File: config.mk
export PLATFORM = sky130hd
export DESIGN_NAME = reg_cmd_parser
export DESIGN_NICKNAME = d
export VERILOG_FILES = /design/src/rtl/reg_cmd_pkg.sv /design/src/rtl/reg_resp_serializer.sv /design/src/rtl/reg_cmd_parser.sv
export SDC_FILE = /design/constraint.sdc
export NUM_CORES = 1
export LEC_CHECK = 0
export CAP_MARGIN = 10
export CORE_ASPECT_RATIO = 0.8
export CORE_MARGIN = 8
export CORE_UTILIZATION = 30
export CTS_CLUSTER_SIZE = 16
export DETAILED_ROUTE_END_ITERATION = 7
export SLEW_MARGIN = 20
export SYNTH_ARGS = -nofsm -noshare
export SYNTH_HDL_FRONTEND = slang
export SYNTH_SLANG_ARGS = --single-unit
File: constraint.sdc
create_clock -name clk -period 5.1 [get_ports clk]
set_input_delay 0.765 -clock clk [delete_from_list [all_inputs] [get_ports clk]]
set_output_delay 0.765 -clock clk [all_outputs]
set_load 0.01 [all_outputs]
File: src/rtl/reg_cmd_pkg.sv
// reg_cmd_pkg: shared constants and types for the register command parser.
//   OP_*  : command opcodes on the rx byte stream
//   RSP_* : response codes on the tx byte stream
//   reg_cmd_state_t : parser FSM state encoding
package reg_cmd_pkg;

    localparam logic [7:0] OP_WRITE = 8'h57;  // 'W'
    localparam logic [7:0] OP_READ  = 8'h52;  // 'R'

    localparam logic [7:0] RSP_ACK  = 8'h4B;  // 'K'
    localparam logic [7:0] RSP_DATA = 8'h44;  // 'D'
    localparam logic [7:0] RSP_ERR  = 8'h45;  // 'E'

    typedef enum logic [2:0] {
        ST_IDLE,
        ST_ADDR,
        ST_DATA,
        ST_WRITE,
        ST_READ,
        ST_WAIT,
        ST_RESP
    } reg_cmd_state_t;

endpackage

File: src/rtl/reg_resp_serializer.sv
// reg_resp_serializer: loads up to NB+1 response bytes (left-aligned, first
// byte in the top bits) and shifts them out on a valid/ready handshake.
//   clk, reset   : clock, async active-high reset
//   i_load       : load i_bytes / i_count (only while idle)
//   i_count      : number of bytes to emit (1..NB+1)
//   i_bytes      : response bytes, first byte at the MSB end
//   o_tx_data    : current byte, stable until accepted
//   o_tx_valid   : byte valid
//   i_tx_ready   : downstream accepts the byte
//   o_done       : high on the handshake of the final byte
module reg_resp_serializer #(
    parameter  int unsigned NB = 2,
    localparam int unsigned PW = (NB + 1) * 8,
    localparam int unsigned CW = $clog2(NB + 2)
) (
    input  logic          clk,
    input  logic          reset,
    input  logic          i_load,
    input  logic [CW-1:0] i_count,
    input  logic [PW-1:0] i_bytes,
    output logic [7:0]    o_tx_data,
    output logic          o_tx_valid,
    input  logic          i_tx_ready,
    output logic          o_done
);

    logic [PW-1:0] r_buf;
    logic [CW-1:0] r_left;
    logic          r_valid;
    logic          w_hs;

    assign w_hs       = r_valid & i_tx_ready;
    assign o_done     = w_hs && (r_left == CW'(1));
    assign o_tx_data  = r_buf[PW-1 -: 8];
    assign o_tx_valid = r_valid;

    always_ff @(posedge clk or posedge reset) begin
        if (reset) begin
            r_buf   <= '0;
            r_left  <= '0;
            r_valid <= 1'b0;
        end else if (i_load) begin
            r_buf   <= i_bytes;
            r_left  <= i_count;
            r_valid <= 1'b1;
        end else if (w_hs) begin
            r_buf  <= r_buf << 8;
            r_left <= r_left - CW'(1);
            if (r_left == CW'(1)) begin
                r_valid <= 1'b0;
            end
        end
    end

endmodule

File: src/rtl/reg_cmd_parser.sv
// reg_cmd_parser: parses framed 'W'/'R' commands from an 8-bit rx stream,
// drives the register block write/read ports and returns 'K', 'D'+data or
// 'E' on the 8-bit tx stream.
//   clk, reset            : clock, async active-high reset
//   i_rx_data/valid, o_rx_ready : command byte stream
//   o_tx_data/valid, i_tx_ready : response byte stream
//   o_w_en/addr/value     : register block write port
//   o_r_en/addr, i_r_value/valid : register block read port
//   o_err                 : one-cycle pulse when an 'E' response is queued
module reg_cmd_parser
    import reg_cmd_pkg::*;
#(
    parameter int unsigned WIDTH   = 16,
    parameter int unsigned DEPTH   = 32,
    parameter int unsigned TIMEOUT = 15,
    localparam int unsigned AW     = (DEPTH > 1) ? $clog2(DEPTH) : 1
) (
    input  logic             clk,
    input  logic             reset,
    input  logic [7:0]       i_rx_data,
    input  logic             i_rx_valid,
    output logic             o_rx_ready,
    output logic [7:0]       o_tx_data,
    output logic             o_tx_valid,
    input  logic             i_tx_ready,
    output logic             o_w_en,
    output logic [AW-1:0]    o_w_addr,
    output logic [WIDTH-1:0] o_w_value,
    output logic             o_r_en,
    output logic [AW-1:0]    o_r_addr,
    input  logic [WIDTH-1:0] i_r_value,
    input  logic             i_r_valid,
    output logic             o_err
);

    localparam int unsigned NB  = WIDTH / 8;
    localparam int unsigned CW  = (NB > 1) ? $clog2(NB) : 1;
    localparam int unsigned TW  = $clog2(TIMEOUT + 1);
    localparam int unsigned SCW = $clog2(NB + 2);
    localparam int unsigned PW  = (NB + 1) * 8;

    reg_cmd_state_t   r_state;
    logic             r_rx_ready;
    logic             r_is_write;
    logic [7:0]       r_addr;
    logic [CW-1:0]    r_cnt;
    logic [TW-1:0]    r_timer;
    logic [WIDTH-1:0] r_data;
    logic             r_w_en;
    logic [AW-1:0]    r_w_addr;
    logic             r_r_en;
    logic [AW-1:0]    r_r_addr;
    logic             r_err;

    logic             w_rx_hs;
    logic             w_op_ok;
    logic             w_in_bad;
    logic             w_reg_bad;
    logic             w_last;
    logic             w_timeout;
    logic             w_load;
    logic             w_load_err;
    logic [SCW-1:0]   w_count;
    logic [PW-1:0]    w_payload;
    logic             w_done;

    assign w_rx_hs   = i_rx_valid & r_rx_ready;
    assign w_op_ok   = (i_rx_data == OP_WRITE) || (i_rx_data == OP_READ);
    assign w_in_bad  = {1'b0, i_rx_data} >= 9'(DEPTH);
    assign w_reg_bad = {1'b0, r_addr} >= 9'(DEPTH);
    assign w_last    = (r_cnt == CW'(NB - 1));
    assign w_timeout = (r_timer == TW'(TIMEOUT - 1));

    // Response load is decoded from the current state so the first tx byte
    // is valid on the cycle after the deciding event.
    always_comb begin
        w_load     = 1'b0;
        w_load_err = 1'b0;
        w_count    = SCW'(1);
        w_payload  = {RSP_ERR, {WIDTH{1'b0}}};
        case (r_state)
            ST_IDLE:  w_load_err = w_rx_hs && !w_op_ok;
            ST_ADDR:  w_load_err = w_rx_hs && !r_is_write && w_in_bad;
            ST_DATA:  w_load_err = w_rx_hs && w_last && w_reg_bad;
            ST_WRITE: begin
                w_load    = 1'b1;
                w_payload = {RSP_ACK, {WIDTH{1'b0}}};
            end
            ST_WAIT: begin
                if (i_r_valid) begin
                    w_load    = 1'b1;
                    w_count   = SCW'(NB + 1);
                    w_payload = {RSP_DATA, i_r_value};
                end else begin
                    w_load_err = w_timeout;
                end
            end
            default: ;
        endcase
        if (w_load_err) begin
            w_load = 1'b1;
        end
    end

    always_ff @(posedge clk or posedge reset) begin
        if (reset) begin
            r_state    <= ST_IDLE;
            r_rx_ready <= 1'b0;
            r_is_write <= 1'b0;
            r_addr     <= '0;
            r_cnt      <= '0;
            r_timer    <= '0;
            r_data     <= '0;
            r_w_en     <= 1'b0;
            r_w_addr   <= '0;
            r_r_en     <= 1'b0;
            r_r_addr   <= '0;
            r_err      <= 1'b0;
        end else begin
            r_w_en <= 1'b0;
            r_r_en <= 1'b0;
            r_err  <= w_load_err;
            case (r_state)
                ST_IDLE: begin
                    r_rx_ready <= 1'b1;
                    if (w_rx_hs) begin
                        if (w_op_ok) begin
                            r_is_write <= (i_rx_data == OP_WRITE);
                            r_state    <= ST_ADDR;
                        end else begin
                            r_rx_ready <= 1'b0;
                            r_state    <= ST_RESP;
                        end
                    end
                end
                ST_ADDR: begin
                    if (w_rx_hs) begin
                        r_addr <= i_rx_data;
                        if (r_is_write) begin
                            // Out-of-range writes still consume their data bytes.
                            r_cnt   <= '0;
                            r_state <= ST_DATA;
                        end else if (w_in_bad) begin
                            r_rx_ready <= 1'b0;
                            r_state    <= ST_RESP;
                        end else begin
                            r_rx_ready <= 1'b0;
                            r_r_en     <= 1'b1;
                            r_r_addr   <= i_rx_data[AW-1:0];
                            r_state    <= ST_READ;
                        end
                    end
                end
                ST_DATA: begin
                    if (w_rx_hs) begin
                        r_data <= (r_data << 8) | WIDTH'(i_rx_data);
                        if (w_last) begin
                            r_rx_ready <= 1'b0;
                            if (w_reg_bad) begin
                                r_state <= ST_RESP;
                            end else begin
                                r_w_en   <= 1'b1;
                                r_w_addr <= r_addr[AW-1:0];
                                r_state  <= ST_WRITE;
                            end
                        end else begin
                            r_cnt <= r_cnt + CW'(1);
                        end
                    end
                end
                ST_WRITE: r_state <= ST_RESP;
                ST_READ: begin
                    r_timer <= '0;
                    r_state <= ST_WAIT;
                end
                ST_WAIT: begin
                    if (i_r_valid || w_timeout) begin
                        r_state <= ST_RESP;
                    end else begin
                        r_timer <= r_timer + TW'(1);
                    end
                end
                ST_RESP: begin
                    if (w_done) begin
                        r_rx_ready <= 1'b1;
                        r_state    <= ST_IDLE;
                    end
                end
                default: r_state <= ST_IDLE;
            endcase
        end
    end

    reg_resp_serializer #(.NB(NB)) u_ser (
        .clk        (clk),
        .reset      (reset),
        .i_load     (w_load),
        .i_count    (w_count),
        .i_bytes    (w_payload),
        .o_tx_data  (o_tx_data),
        .o_tx_valid (o_tx_valid),
        .i_tx_ready (i_tx_ready),
        .o_done     (w_done)
    );

    assign o_rx_ready = r_rx_ready;
    assign o_w_en     = r_w_en;
    assign o_w_addr   = r_w_addr;
    assign o_w_value  = r_data;
    assign o_r_en     = r_r_en;
    assign o_r_addr   = r_r_addr;
    assign o_err      = r_err;

endmodule

==> results of run 1 <==
how the worst max path moves through the flow:
stage                          start              end  slack, ns  cells after the start
final                     i_rx_valid  u_ser.r_buf[22]       1.94                      7
after global routing      i_rx_valid  u_ser.r_buf[14]       1.68                      7
after CTS                 i_rx_valid  u_ser.r_buf[14]       1.93                      7
after detailed placement  i_rx_valid  u_ser.r_buf[14]       1.59                      7
after global placement    i_rx_valid   u_ser.r_buf[1]       1.67                      7
after floorplan                reset            o_err       2.45                      1
kinds of logic (layout without fill, tap and decap cells):
logic type / count (synthesis) / count (layout) / synth area share [%]
multiplexers: 39 / 39 / 12.4
flip-flops: 74 / 74 / 53.1
AO/OA/AOI/OAI: 59 / 59 / 12.7
other: 0 / 1 / 0
buffers and inverters: 38 / 101 / 6.96
adder cells (fa/ha/maj): 3 / 3 / 1.08
AND/OR/NAND/NOR: 88 / 88 / 12.8
XOR/XNOR: 4 / 4 / 1.00
metal layers:
metal / vias to the layer above / wire (um) / track usage, %
met4: 0 / 125 / 4.24
met3: 10 / 406 / 3.57
met2: 49 / 3800 / 16.7
met1: 1234 / 3810 / 15.0
li1: 1200 / - / -
met5: - / 0 / 0
placed cells by master, fill, tap and decap left out, types with 4 or more instances in the layout:
master and instances:
a32oi_1 8, nor2_1 23, and3_1 4, mux2i_1 4, nand3_1 8, a32o_2 8, clkbuf_16 9, mux2_2 35
a31oi_1 9, a21oi_1 12, inv_1 15, dfrtp_1 74, nand2_1 26, clkdlybuf4s50_1 67, nor3_1 5, o21ai_0 10
stage by stage:
step	std cells	worst slack (ns)	cell area, um2
3_5_place_dp	500	1.59	4180
2_1_floorplan	305	2.45	3490
6_report	517	1.94	4460
4_1_cts	516	1.93	4460
3_3_place_gp	500	1.67	4180
5_1_grt	516	1.68	4460
power groups by stage:
stage | Clock, mW | Sequential [mW] | Combinational (mW)
2_1_floorplan | 0 | 0.981 | 0.704
3_3_place_gp | 0 | 1.00 | 1.00
3_5_place_dp | 0 | 1.01 | 1.02
4_1_cts | 0.607 | 1.01 | 1.03
5_1_grt | 0.632 | 1.04 | 1.12
6_report | 0.597 | 1.00 | 1.01
cell usage after synthesis, types with 3 or more instances:
cell,n,area (um2)
mux2_2,35,394
and3_1,4,25.0
nor2_1,23,86.3
ha_1,3,37.5
mux2i_1,4,40.0
nand2b_1,3,18.8
o21ai_0,10,50.1
a32o_2,8,90.1
buf_6,4,45.0
dfrtp_1,74,1850
buf_4,8,60.1
a32oi_1,8,70.1
nand2_1,26,97.6
nand3_1,8,40.0
nor4_1,3,18.8
a21oi_1,12,60.1
inv_1,16,60.1
xnor2_1,3,26.3
and2_1,3,18.8
nor2_2,3,18.8
clkbuf_1,4,15.0
a31oi_1,9,56.3
nor3_1,5,25.0
sequential cells by signal, indices dropped and copies added (netlist names), 2 cells and up:
name / count
r_timer: 4
r_addr: 8
r_state: 3
o_w_value: 16
o_w_addr: 5
u_ser.r_left: 2
u_ser.r_buf: 24
o_r_addr: 5
worst max-delay path: cells and delay by family:
family	cells	cell delay (ns)
AND/OR/NAND/NOR	3	0.95
buffers and inverters	2	0.71
AO/OA/AOI/OAI	2	0.91
final cells by class:
class                   instances  area [um2]  area share [%]
multi-input cells             193        1390            31.2
clock buffers                  11         243            5.44
clock inverters                 5        38.8           0.870
diodes                          1        2.50          0.0561
inverters                      16        60.1            1.35
flip-flops and latches         74        1850            41.5
well taps                     148         185            4.15
repair buffers                 69         686            15.4
==> implementation parameters, run 1 <==
Parameter                              Value

STA
  Transition time at the pin with the least slew margin ... 0.939 ns
  Slew Limit Fails ... 0
  Final setup violation count ... 0
  Maximum clock rate ... 316 MHz
  Post-Route Hold Slack ... roughly 0.5 ns
  Worst slew margin relative to its limit ... 37.3%
  Clock period minus final worst setup slack ... 3.16 ns
  Unrepaired setup endpoints after global routing ... no
  Final count of hold timing violations ... 0
  Final cycle utilization of the critical path ... between 60 and 70%
  Worst Clk Skew ... 0.00690 ns
  Setup tns final ... 0 ns

Floorplanning
  Floorplan Core Area ... 11400 um2
  Height of the chip ... 112 um
  I/O pin cnt ... 68
  Total Die Area ... 15400 um2
  Die boundary width ... around 140 um
  Initial core utilization ... 30.5%
  Number of standard-cell rows in the floorplan ... 35

Synth
  Area of the mapped netlist ... 3490 um2
  Primary FF master, synth ... dfrtp_1
  Post-synthesis sequential area ratio ... between 50% and 60%
  Avg Synthesized Cell Area ... about 11 um2
  Flip-flop and latch count after synthesis ... 74
  Number of synthesized flops with an enable pin ... 0
  Mapped Nets ... 337
  Count of mapped cells out of synthesis ... 305
  Synth async-reset ratio ... 100%
  Distinct cells, synth ... between 40 and 50
  Synth warn ... 0

Place
  HPWL reported at the end of detailed placement ... 5910 um
  Placer's final routability congestion estimate ... 0.790
  I/O Buffers ... 67

Global route
  Number of global-route vias before repair ... 2617
  Antenna violations before repair ... 0
  Wire length of the first global-routing pass ... 13700 um
  Congestion Overflow GR ... 0
  Largest net degree at the start of global routing ... 43
  Aggregate global-route resource usage ... 11.3%

Final layout
  Layout cell share with drive strength beyond 1 ... between 10% and 20%
  Final standard cell utilization of the core ... 39.0%
  Layout filler cell count ... 1106
  Area growth syn-to-layout ... 27.9%
  Final #Nets ... 395

Power
  Switching component of the power ... about 910 uW
  Clock network fraction of total power ... ~23%
  PwrDens ... 586 nW/um2
  Power share of the sequential group ... roughly two fifths
  Static leakage ... 2.04 nW
  Worst IR drop on VDD ... ~0.29 mV
  PnR Total Power ... 2.61 mW
  P_int ... 1.70 mW
  Combinational share of power ... 38.8%
  Switch share ... about a third

Setup path
  Crit. End Element ... flop
  Number of cells on the worst reg-to-reg path ... 6
  Worst Setup Start Kind ... input pin
  Reg2reg setup slack ... 2.12 ns
  Worst flop-to-flop path startpoint ... r_state[0]
  Crit-path max cell delay ... 0.76 ns
  R2R Path End ... u_ser.r_buf[22]
  Arrival time of data at the critical path endpoint ... 3.34 ns
  Maximum fanout count along the critical path ... 19
  Cell chain of the critical path ... clkdlybuf4s50_1 -> nand3b_4 -> nor2_2 -> buf_4 -> a21oi_1 -> and3_1 -> o211ai_2
  Worst setup path class ... in -> reg
  Required time at the endpoint of the critical path ... 5.27 ns
  CP max stage cell ... and3_1

CTS
  Worst-skew pair later-pin latency ... 0.33 ns
  Clock Pin Slew Worst Setup and Hold Paths ... 0.06 ns
  Total CTS buffers ... 9
  Number of setup buffers added after CTS ... 0
  Count of instances resized after the clock tree is built ... 0
  Clk buf depth ... 2
  Max H-tree Level ... 3
  Count of hold-fix buffers inserted at cts ... 0
  TritonCTS clock tree ... built
  Cell at the root of the clock tree ... clkbuf_16
  Clock tree sinks ... 74

Worst hold path
  Hold-critical path endpoint ... o_r_addr[2]
  Path type of the worst min-delay path ... reg -> reg
  Startpoint of the lowest-slack hold path ... o_r_addr[2]
  Number of stages on the worst hold path ... 1

Drt
  DR DRC count ... 0
  Average routed wire per standard cell ... between 15 and 20 um
  Via density per instance ... 4.82
  Number of DRC markers after the initial detailed-route iteration ... 163
  Final routed wirelength across all metal layers ... about 8000 um
  Vias post-DR ... 2493
  Antenna violation net count after detailed routing ... 0
  Number of iterations in the first detailed-routing pass ... 4

Flow run
  Number of maximum-capacitance constraint violations ... 0

Outcome
  Result of the run ... completed
(Power assumes the default switching activity.)
==> run 2: changes to the inputs <==
==> constraint.sdc (replaced) <==
create_clock -name clk -period 2.82 [get_ports clk]
set_input_delay 0.423 -clock clk [delete_from_list [all_inputs] [get_ports clk]]
set_output_delay 0.423 -clock clk [all_outputs]
set_load 0.01 [all_outputs]
==> implementation parameters, run 2 (same netlist as run 1, synthesis figures left out) <==
Parameter                              Value

Outcome
  Result of the run ... completed (unchanged)

Floorplanning
  Initial core utilization ... 30.5% (unchanged)
  Height of the chip ... 112 um (unchanged)
  Number of standard-cell rows in the floorplan ... 35 (unchanged)
  Floorplan Core Area ... 11400 um2 (unchanged)
  I/O pin cnt ... 68 (unchanged)
  Die boundary width ... 137 um (unchanged)
  Total Die Area ... 15400 um2 (unchanged)

Power
  Worst IR drop on VDD ... 0.584 mV (was 0.290 mV)
  Static leakage ... 2.09 nW (was 2.04 nW)
  PwrDens ... 1060 nW/um2 (was 586 nW/um2)

Final layout
  Max reg flops ... 24 (unchanged)
  Most used cells in the layout excluding fill and tap cells ... dfrtp_1 (74), clkdlybuf4s50_1 (67), mux2_2 (35), nand2_1 (26), nor2_1 (23) (unchanged)
  Filler-free cell count of the finished design ... 524 (was 517)
  Register name with the most flops ... u_ser.r_buf (unchanged)
  Area growth syn-to-layout ... 30.2% (was 27.9%)
  Final #Nets ... 403 (was 395)
  Count of antenna diodes in the layout ... 0 (was 1)
  Most frequent standard cell in the layout excluding fill and tap cells ... dfrtp_1 (unchanged)
  Layout cell share with drive strength beyond 1 ... 20.7% (was 19.0%)

Global route
  Largest net degree at the start of global routing ... 32 (was 43)
  Antenna violations before repair ... 0 (unchanged)
  Congestion Overflow GR ... 0 (unchanged)
  Wire length of the first global-routing pass ... 13800 um (was 13700 um)
  Number of global-route vias before repair ... 2592 (was 2617)
  Aggregate global-route resource usage ... 11.2% (was 11.3%)

CTS
  Clock Pin Slew Worst Setup and Hold Paths ... 0.06 ns (about the same)
  Count of instances resized after the clock tree is built ... 0 (unchanged)
  Clk buf depth ... 2 (unchanged)
  Number of setup buffers added after CTS ... 0 (unchanged)
  Total CTS buffers ... 9 (unchanged)
  Worst-skew pair later-pin latency ... 0.33 ns (about the same)
  Clock tree sinks ... 74 (unchanged)
  Cell at the root of the clock tree ... clkbuf_16 (unchanged)
  Count of hold-fix buffers inserted at cts ... 0 (unchanged)
  TritonCTS clock tree ... built (unchanged)
  Max H-tree Level ... 3 (unchanged)

STA
  Worst Clk Skew ... 0.00491 ns (was 0.00690 ns)
  Slew Limit Fails ... 0 (unchanged)
  Final setup violation count ... 0 (unchanged)
  Setup tns final ... 0 ns (unchanged)
  Transition time at the pin with the least slew margin ... 0.683 ns (was 0.939 ns)
  Worst slew margin relative to its limit ... 54.4% (was 37.3%)
  Maximum clock rate ... roughly 450 MHz
  Clock period minus final worst setup slack ... 2.21 ns
  Final count of hold timing violations ... 0 (unchanged)
  Final cycle utilization of the critical path ... approximately four fifths
  Unrepaired setup endpoints after global routing ... no (unchanged)

Setup path
  Arrival time of data at the critical path endpoint ... 2.42 ns (was 3.34 ns)
  Required time at the endpoint of the critical path ... 3.04 ns (was 5.27 ns)
  Worst flop-to-flop path startpoint ... r_state[0] (unchanged)
  Critical Path Source ... i_rx_data[3] (was i_rx_valid)
  Maximum fanout count along the critical path ... 13 (was 19)
  Worst setup path class ... in -> reg (unchanged)
  Reg2reg setup slack ... 0.65 ns (was 2.12 ns)
  Number of cells on the worst reg-to-reg path ... 4 (was 6)
  Crit. End Element ... flop (unchanged)
  R2R Path End ... o_r_addr[4] (was u_ser.r_buf[22])
  Worst Setup Start Kind ... input pin (unchanged)

Drt
  Antenna violation net count after detailed routing ... 0 (unchanged)
  Number of iterations in the first detailed-routing pass ... 4 (unchanged)
  Average routed wire per standard cell ... 15.8 um (was 15.7 um)
  Final routed wirelength across all metal layers ... 8270 um (was 8140 um)
  DR DRC count ... 0 (unchanged)
  Number of DRC markers after the initial detailed-route iteration ... 172 (was 163)
  Vias post-DR ... 2508 (was 2493)
  Via density per instance ... 4.79 (was 4.82)

Place
  Placer's final routability congestion estimate ... 0.831 (was 0.790)
  Placed instance count ... 508 (was 500)
  HPWL reported at the end of detailed placement ... 5980 um (was 5910 um)
  I/O Buffers ... 67 (unchanged)

Flow run
  Number of maximum-capacitance constraint violations ... 0 (unchanged)

Worst hold path
  Path type of the worst min-delay path ... in -> async (was reg -> reg)
==> run 2: cell types whose count changed in the layout (fill, tap and decap cells not counted) <==
cell / change
clkinvlp_4: +1
buf_12: +2
buf_4: +6
diode_2: -1
clkinv_4: -1
==> run 2: worst max path at each step <==
stage | end | slack (ns) | cells past startpoint
3_3_place_gp | u_ser.r_buf[18] | 0.32 | 7
5_1_grt | o_r_addr[1] | 0.47 | 4
4_1_cts | o_r_addr[4] | 0.60 | 4
3_5_place_dp | u_ser.r_buf[18] | 0.25 | 7
2_1_floorplan | o_err | 0.52 | 1
6_report | u_ser.r_buf[18] | 0.61 | 7
==> run 2: layer usage <==
metal  up-vias  track usage (%)  routed length, um
met2        66             16.4               3840
li1       1219                -                  -
met1      1221             14.9               3890
met3         2             4.11                500
met5         -                0                  0
met4         0             3.51                 42
==> run 2: report_power, final <==
group          switching [mW]  leakage, nW  internal, mW
logic                   0.886         1.01          1.03
registers               0.340        0.942          1.48
clock network           0.439        0.132         0.622
total                    1.67         2.09          3.13
==> run 2: area by class of cell <==
cell class | count | area, um2
well taps | 148 | 185
clock buffers | 11 | 243
repair buffers | 77 | 771
inverters | 16 | 60.1
clock inverters | 5 | 37.5
flip-flops and latches | 74 | 1850
multi-input cells | 193 | 1390
fillers | 1091 | 6890
==> run 2: critical path, stage by stage <==
cell,delay (ns)
clkdlybuf4s50_1,0.46
nand4b_1,0.24
or4_4,0.56
a22oi_4,0.19
buf_4,0.21
nand3_1,0.13
o21a_1,0.21
==> run 2: metrics by stage <==
step | instance area [um2] | setup slack (ns) | hold slack (ns) | power (mW) | util, %
floorplan | 3490 | 0.515 | 0.458 | 3.05 | -
global placement | 4260 | 0.318 | 0.491 | 3.72 | 37.3
detailed placement | 4260 | 0.248 | 0.496 | 3.76 | 37.3
CTS | 4540 | 0.601 | 0.386 | 4.86 | 39.7
global route | 4540 | 0.468 | 0.410 | 5.15 | 39.7
finish | 4540 | 0.613 | 0.385 | 4.80 | 39.7
==> variant: new RTL, settings of run 1 <==
Set the parameter `WIDTH` to 32 (it was 16).
--- a/src/rtl/reg_cmd_parser.sv
+++ b/src/rtl/reg_cmd_parser.sv
@@ -11,5 +11,5 @@
     import reg_cmd_pkg::*;
 #(
-    parameter int unsigned WIDTH   = 16,
+    parameter int unsigned WIDTH   = 32,
     parameter int unsigned DEPTH   = 32,
     parameter int unsigned TIMEOUT = 15,
Interface: changed (resized i_r_value and o_w_value); port bits go from 68 to 100. No check against the original RTL was run, so the function may have changed too.
==> variant against run 1 <==
Power is 42% higher; global-route usage is 1.3 points higher; maximum frequency is 1.4% lower; design area is 43% higher; synthesized area is 41% higher; non-clock buffer count is 36 higher; wire length is 56% higher; hold slack worse by 0.0041 ns; setup slack worse by 0.045 ns; register-to-register slack better by 0.29 ns; sequential cell count is 34 higher; die area is 36% higher; critical endpoint is now u_ser.r_buf[18].
==> variant: results (changes against run 1) <==
vias per cell -> 5.02 (+4.1%)
Max stage delay cell, worst path -> nand2_1
Setup crit start -> i_rx_data[6]
commonest cells in the netlist -> dfrtp_1 (108), mux2_2 (46), nand2_1 (43), o2111ai_1 (25), a2bb2oi_1 (24)
clk_skew -> 0.00955 ns (+0.00265 ns)
crit-path max FO -> 24 (+5)
fraction of area in multi-input gates -> 31.6% (+0.31 points)
GPL Wtd Cong -> 0.771 (-2.5%)
Synth Net Count -> 461 (+37%)
clock network fraction of total power -> 18.7% (-4.1 points)
Hold Path End -> r_addr[7]
Synth Area in Adders -> 1.27% (+0.19 points)
Crit path arrival time -> 3.42 ns (+0.08 ns)
max reg flops -> 40 (+67%)
first-pass GRT wire length -> 21.0 mm (+53%)
fillers -> 1578 (+43%)
Synth area leaders -> dfrtp_1 (55%), mux2_2 (11%), o2111ai_1 (4.4%), a2bb2oi_1 (4.3%), nand2_1 (3.3%)
Max rail drop VDD -> 282 µV (-2.6%)
ANT cells -> 0 (-1)
R2R Path Start -> r_state[2]
Post-Place Cells -> 703 (+41%)
vias in the first global route -> 3873 (+48%)
Worst slew margin -> 29.5% (-7.8 points)
#MultiIn Comb -> 258 (+34%)
Reg area -> 2700 µm² (+46%)
reg2reg setup slack -> 2.41 ns (+0.29 ns)
hold wc startpoint -> r_addr[7]
placed cell areas -> 6070 µm² (+45%)
Synth Area in Compound Gates -> 14.4% (+1.8 points)
sequential cell area fraction in the yosys report -> 54.8% (+1.7 points)
status -> finished, final reports clean
Layout Cells excl Fill -> 719 (+39%)
clock network area share -> 4.62% (-1.7 points)
DP Worst Slack -> 1.58 ns (-0.00566 ns)
Cells after Synth -> 411 (+35%)
worst skew pair latency -> 0.35 ns (+0.02 ns)
Mapped Area -> 4930 µm² (+41%)
DR iter-0 viols -> 144 (-12%)
Post-Synth XOR/XNOR Area -> 0.888% (-0.12 points)
critical path endpoint -> u_ser.r_buf[18]
P_clk -> 0.692 mW (+16%)
mux contribution to synthesized area -> 12.8% (+0.40 points)
flip-flop and latch power -> 1.49 mW (+49%)
proportion of layout cells with a drive suffix above 1 -> 16.2% (-2.8 points)
Layout non-clock buf frac -> 16.3% (+0.90 points)
largest net degree at the start of global routing -> 80 (+86%)
worst reg-to-reg path cell count -> 5 (-1)
-- variant: cell count changes after synthesis, sizes merged, moves of 6 or more --
cell	change
a2bb2oi	+24
a32oi	-8
clkbuf	+10
dfrtp	+34
mux2	+16
nand2	+17
nor2	-15
o2111ai	+24
or3	+6
-- variant: routing by layer --
layer | global-route usage (%) | vias to the layer above | wire length [µm]
met1 | 16.0 | 1813 | 5870
met5 | 0 | - | 0
met3 | 5.26 | 11 | 1020
li1 | - | 1684 | -
met4 | 3.98 | 0 | 161
met2 | 19.3 | 100 | 5620
-- variant: worst max-delay path, delay by kind of cell --
family                 cells  cell delay (ns)
buffers and inverters      1             0.55
AO/OA/AOI/OAI              2             0.90
AND/OR/NAND/NOR            3             1.21
-- variant: stage by stage --
stage | hold slack, ns | utilization (%)
after floorplan | 0.463 | -
after global placement | 0.483 | 37.3
after detailed placement | 0.489 | 37.3
after CTS | 0.505 | 39.1
after global routing | 0.520 | 39.1
final | 0.501 | 39.1
